==> src/rtl/vec_adder_pkg.sv <==
// vec_adder_pkg: shared precision type, lane constants and lane-LSB mask helper for pipelined_vector_adder
package vec_adder_pkg;
  typedef enum logic [1:0] {PREC8, PREC16, PREC32, PREC_RSV} prec_t;
  localparam int MIN_LANE_W = 8;
  localparam int MAX_W = 1024;
  function automatic int lane_w(prec_t p);
    return p == PREC8 ? 8 : p == PREC16 ? 16 : 32;
  endfunction
  function automatic logic [MAX_W-1:0] lane_lsb_mask(prec_t p, int width);
    logic [MAX_W-1:0] m;
    m = '0;
    for (int i = 0; i < MAX_W; i++) m[i] = (i < width) && (i % lane_w(p) == 0);
    return m;
  endfunction
endpackage

==> src/rtl/pipelined_vector_adder_segment.sv <==
// adder_segment: ripple of majority-carry full adders; kill bits restart the chain from lane_cin (a,b,kill,lane_cin,seg_cin -> sum,carry)
module adder_segment #(
  parameter int SEG_W = 8
) (
  input  logic [SEG_W-1:0] a,
  input  logic [SEG_W-1:0] b,
  input  logic [SEG_W-1:0] kill,
  input  logic             lane_cin,
  input  logic             seg_cin,
  output logic [SEG_W-1:0] sum,
  output logic [SEG_W-1:0] carry
);
  logic [SEG_W-1:0] ci;
  for (genvar i = 0; i < SEG_W; i++) begin : g_bit
    if (i == 0) begin : g_lsb
      assign ci[i] = kill[i] ? lane_cin : seg_cin;
    end else begin : g_up
      assign ci[i] = kill[i] ? lane_cin : carry[i-1];
    end
    assign sum[i]   = a[i] ^ b[i] ^ ci[i];
    assign carry[i] = (a[i] & b[i]) | (a[i] & ci[i]) | (b[i] & ci[i]);
  end
endmodule

==> src/rtl/pipelined_vector_adder.sv <==
// pipelined_vector_adder: STAGES-deep lane-partitioned add/sub; in (in_valid/in_ready, in_a, in_b, in_prec, in_sub, in_cin) -> out (out_valid/out_ready, out_sum, out_cout)
module pipelined_vector_adder
  import vec_adder_pkg::*;
#(
  parameter int WIDTH  = 32,
  parameter int STAGES = 4
) (
  input  logic                        clk,
  input  logic                        rst,
  input  logic                        in_valid,
  output logic                        in_ready,
  input  logic [WIDTH-1:0]            in_a,
  input  logic [WIDTH-1:0]            in_b,
  input  logic [1:0]                  in_prec,
  input  logic                        in_sub,
  input  logic                        in_cin,
  output logic                        out_valid,
  input  logic                        out_ready,
  output logic [WIDTH-1:0]            out_sum,
  output logic [WIDTH/MIN_LANE_W-1:0] out_cout
);
  localparam int SEG_W = WIDTH / STAGES;
  localparam int NL = WIDTH / MIN_LANE_W;
  typedef struct packed {
    prec_t            prec;
    logic             lcin;
    logic             seg_c;
    logic [WIDTH-1:0] a;
    logic [WIDTH-1:0] b;
    logic [WIDTH-1:0] sum;
    logic [NL-1:0]    cout;
  } stage_t;
  stage_t src [STAGES];
  stage_t res [STAGES];
  stage_t st_d [STAGES];
  stage_t st_q [STAGES];
  logic [STAGES-1:0] v_d, v_q, src_v, adv;
  logic [SEG_W-1:0] kill [STAGES];
  logic [SEG_W-1:0] seg_sum [STAGES];
  logic [SEG_W-1:0] seg_cy [STAGES];
  if (WIDTH % 32 != 0 || WIDTH % STAGES != 0 || WIDTH > MAX_W) begin : g_bad
    $error("pipelined_vector_adder: WIDTH must be a multiple of 32 and of STAGES");
  end
  always_comb begin
    adv[STAGES-1] = !v_q[STAGES-1] || out_ready;
    for (int k = STAGES - 2; k >= 0; k--) adv[k] = !v_q[k] || adv[k+1];
  end
  always_comb begin
    src[0] = '0;
    src[0].prec = prec_t'(in_prec);
    src[0].lcin = in_sub | in_cin;
    src[0].a = in_a;
    src[0].b = in_b ^ {WIDTH{in_sub}};
    src_v[0] = in_valid;
    for (int k = 1; k < STAGES; k++) begin
      src[k] = st_q[k-1];
      src_v[k] = v_q[k-1];
    end
  end
  for (genvar k = 0; k < STAGES; k++) begin : g_seg
    assign kill[k] = SEG_W'(lane_lsb_mask(src[k].prec, WIDTH) >> (k * SEG_W));
    adder_segment #(.SEG_W(SEG_W)) u_seg (
      .a       (src[k].a[k*SEG_W +: SEG_W]),
      .b       (src[k].b[k*SEG_W +: SEG_W]),
      .kill    (kill[k]),
      .lane_cin(src[k].lcin),
      .seg_cin (src[k].seg_c),
      .sum     (seg_sum[k]),
      .carry   (seg_cy[k])
    );
  end
  always_comb begin
    for (int k = 0; k < STAGES; k++) begin
      res[k] = src[k];
      res[k].sum[k*SEG_W +: SEG_W] = seg_sum[k];
      res[k].seg_c = seg_cy[k][SEG_W-1];
      for (int i = 0; i < SEG_W; i++)
        if ((k * SEG_W + i) % MIN_LANE_W == MIN_LANE_W - 1)
          res[k].cout[(k * SEG_W + i) / MIN_LANE_W] = seg_cy[k][i] && ((k * SEG_W + i + 1) % lane_w(src[k].prec) == 0);
    end
  end
  always_comb begin
    for (int k = 0; k < STAGES; k++) begin
      v_d[k] = adv[k] ? src_v[k] : v_q[k];
      st_d[k] = (adv[k] && src_v[k]) ? res[k] : st_q[k];
    end
  end
  always_ff @(posedge clk or posedge rst) begin
    if (rst) begin
      v_q <= '0;
      st_q <= '{default: '0};
    end else begin
      v_q <= v_d;
      st_q <= st_d;
    end
  end
  assign in_ready  = adv[0];
  assign out_valid = v_q[STAGES-1];
  assign out_sum   = st_q[STAGES-1].sum;
  assign out_cout  = st_q[STAGES-1].cout;
endmodule

==> config.mk <==
export PLATFORM = sky130hd
export DESIGN_NAME = pipelined_vector_adder
export DESIGN_NICKNAME = d
export VERILOG_FILES = /design/src/rtl/vec_adder_pkg.sv /design/src/rtl/pipelined_vector_adder_segment.sv /design/src/rtl/pipelined_vector_adder.sv
export SDC_FILE = /design/constraint.sdc
export NUM_CORES = 1
export LEC_CHECK = 0
export ABC_CLOCK_PERIOD_IN_PS = 8050
export CORE_AREA = 2 2 155 112
export DETAILED_ROUTE_END_ITERATION = 10
export DIE_AREA = 0 0 157 114
export PLACE_DENSITY_LB_ADDON = 0.08
export SYNTH_ARGS = -nofsm -noshare
export SYNTH_HDL_FRONTEND = slang
export SYNTH_HIERARCHICAL = 1
export SYNTH_SLANG_ARGS = --single-unit
==> constraint.sdc <==
create_clock -name clk -period 8.05 [get_ports clk]
set_clock_uncertainty 0.2 [all_clocks]
set_input_delay 1.2075 -clock clk [delete_from_list [all_inputs] [get_ports clk]]
set_output_delay 1.2075 -clock clk [all_outputs]
set_load 0.1 [all_outputs]
==> results.md <==
- Status: completed
- Final worst path period share: between 80% and 90%
- Critical path arrival: 7.05 ns
- Max cap viols: 0
- Post-CTS Hold Fix Bufs: 0
- R2r setup slk: around 1.9 ns
- Cts repair resizes: 0
- Max Clk Rate: ~150 MHz
- Initial Util: between 50% and 60%
- Critical path class: in -> reg
- Global-route wire length before repair: between 20000 and 30000 um
- Synth Register Bits: about 200
- Seq pwr share: between 30% and 40%
- FF/Latch Area: roughly 0.0051 mm^2
- Post-Syn Instances: ~580
- Initial antenna violation count: 1
- Post-CTS setup buffer count: 0
- Critical-path maximum fanout: 6
- WL final: roughly 16000 um
- Layout cells sized above 1: about a third
- Area added between synthesis and finish: 22.8%
- Crit path launch type: input port
- Cell count of the worst reg-to-reg path: 20
- CTS buffer count: 21
- Routed len/inst: between 15 and 20 um
- DP HPWL: roughly 10000 um
- Largest net degree at the start of global routing: 139
- Min Tclk post-route: just under 7 ns
- Final setup violating endpoints: 0
- Sequential-to-total area share from yosys stat: a little under three fifths
- FF-to-FF Start: res[103]
- DRC marker count from the first detailed-route iteration: between 150 and 200
- RR Endpoint: out_sum[31]
- Switching power: between 1500 and 2000 uW
- Vias: roughly 4800
- Mux cell area share after synthesis: around 29%
- Crit path required time: between 8 and 9 ns
- Hold Path Cell Cnt: 1
- EDFF count, synth: 0
- Crit end category: flop
- Design Area, Final: 0.0111 mm^2
- Ys async rst share: 100%
- Internal power: between 2000 and 3000 uW
- Layout Utilization: 67.0%
- Largest family of logic cells by synthesized area: multiplexers
- CTS Root Cell: clkbuf_16
- Vias per cell: ~5.0
- Die H: 114 um
- Switching part of the total: between 30% and 40%
- Clock tree buffer depth: 3
- Port Buffer Count: about 110
- Rel. slew slack: 27.5%
- Worst Hold Path EP: res[302]
- Skew-Pair Late Insertion Delay: about 0.48 ns
- Syn Std Cell Area: around 0.0090 mm^2
- Mapped Avg Cell Area: 15.5 um^2
- Synth top area share: a little under three fifths
- Clock sink total: 202
- TritonCTS clock tree: done
- Final Wtd Congestion: 0.846
- Commonest cells post-synth: mux2_2 (216), dfrtp_1 (202), inv_1 (37)
- Simple-Gate Fraction of Synth Area: approximately 1.3%
- Top cells by area, synth: dfrtp_1 (56%), mux2_2 (27%), fa_1 (7.1%), xor2_1 (3.1%), inv_1 (1.5%)
- Ys Warns: 6
- Pre-antenna DRT Iters: 3
- Synth area leader: dfrtp_1
- Die area: ~0.018 mm^2
- Leak Pwr: between 0.004 and 0.005 uW
- Vias in the first global route: 5327
- Pins Over Slew Limit: 0
- Pwr dens: about 380 mW/mm^2
- Clk slew on worst S/H paths: ~0.060 ns
- Post-route ant nets: 0
- Total gr overflow: 0
- Total power: about 4300 uW
- Filler Cell Count: between 1000 and 1500
- Least-Margin Pin Slew: 1.08 ns
- Hold path start: res[302]
- Synth Area in XOR/XNOR: roughly 3.1%
- Synth Area in Compound Gates: less than 1%
- Multi-input gate area: about 0.0038 mm^2
- Core area: 0.0166 mm^2
- Combinational power share: roughly two fifths
- H-tree depth: 1
- Die X: around 160 um
- All-Layer GR Usage: approximately a fifth
- Num ports: 110
- Setup TNS Final: 0 ns
- Worst-case vdd ir drop: approximately 0.00024 V
- RSZ-0062 raised after global routing: false
- Fin. Hold Viols: 0
- Synth Area in Adders: under 10%
- Post-DP Area: between 0.01 and 0.015 mm^2
- Clock share of power: about 23%
- Top-count cell post-synth: mux2_2
- Num rows: 40
- DRC: 0
- Top FF cell, synth: dfrtp_1
- Number of nets in the layout: between 800 and 900
- Min-Delay Path Class: reg -> reg
- Distinct cells, synth: 23
## stage by stage
stage	setup WS [ns]	hold WS, ns	std cells
2_1_floorplan	1.13	0.254	612
3_3_place_gp	0.799	0.265	931
3_5_place_dp	0.707	0.276	931
4_1_cts	1.17	0.292	968
5_1_grt	0.883	0.310	968
6_report	1.17	0.284	969
## logic make-up (layout without fill, tap and decap cells)
| kind of cell | count (synthesis) | count (layout) |
|---|---|---|
| and+or+nand+nor | 20 | 20 |
| adders and majority gates | 35 | 35 |
| buffers and inverters | 63 | 188 |
| AOI/OAI and AO/OA | 1 | 1 |
| DFF | 202 | 202 |
| muxes | 230 | 230 |
| other | 1 | 30 |
| xor gates and xnor gates | 32 | 32 |
## how the worst max path moves through the flow
stage	from	endpoint	slack, ns	cells after the start
detailed placement	in_prec[1]	res[208]	0.71	23
finish	in_prec[1]	res[208]	1.17	23
floorplan	rst	out_cout[0]	1.13	1
global route	in_prec[1]	res[208]	0.88	23
global placement	in_prec[1]	res[208]	0.80	23
CTS	in_prec[1]	res[208]	1.17	23
## per-layer routing
layer,part of all wire (%),global-route usage (%)
met5,0,0
met4,1.5,4.28
met3,3.7,3.61
met2,48,31.2
met1,47,27.0
## power groups by stage
stage               clock network (uW)  logic [uW]  registers (uW)
global route                      1040        1800            1660
CTS                                996        1700            1610
floorplan                            0         654            2230
global placement                     0        1650            1610
detailed placement                   0        1690            1630
finish                             970        1680            1600
## layout make-up
| cell class | instances | share of cell area, % |
|---|---|---|
| Inverter | 37 | 1.32 |
| Multi-Input combinational cell | 347 | 34.1 |
| Timing Repair Buffer | 114 | 10.1 |
| Clock inverter | 4 | 0.631 |
| Sequential cell | 202 | 45.5 |
| Tap cell | 231 | 2.60 |
| Antenna cell | 1 | 0.0225 |
| Clock buffer | 33 | 5.68 |
## cells in the final DEF, fill, tap and decap left out, types with 2 or more instances in the layout
cell / Yosys / final
clkbuf_1: 4 / 6
clkbuf_16: 0 / 21
clkdlybuf4s50_1: 0 / 108
buf_4: 5 / 5
nand2b_1: 5 / 5
nor2_1: 3 / 3
clkbuf_8: 0 / 6
dfrtp_1: 202 / 202
nand2_2: 0 / 3
clkinv_2: 0 / 2
xor2_1: 32 / 32
mux2_2: 216 / 216
nor3b_1: 2 / 2
mux2i_1: 9 / 9
inv_1: 37 / 36
mux2_1: 5 / 5
nor2b_1: 2 / 2
conb_1: 1 / 29
bufinv_16: 0 / 2
fa_1: 32 / 32
ha_1: 3 / 3
## worst max-delay path: stages
cell and delay, ns:
clkdlybuf4s50_1 0.56, ha_1 0.18, nor2_1 0.05, mux2i_1 0.17, fa_1 0.20, inv_1 0.04
mux2_2 0.26, fa_1 0.38, mux2_2 0.28, fa_1 0.36, mux2_2 0.28, fa_1 0.38
mux2_2 0.28, fa_1 0.37, mux2_2 0.28, fa_1 0.35, mux2_2 0.28, fa_1 0.36
mux2i_1 0.17, fa_1 0.19, inv_1 0.04, nor3b_1 0.13, mux2_2 0.26
## sequential cells by signal, summed over array words and instances, names as in the netlist
name / flops
res: 159
out_sum: 32
out_cout: 4
v_q: 4
src: 3
No activity file was read; power rests on OpenSTA's default activity.
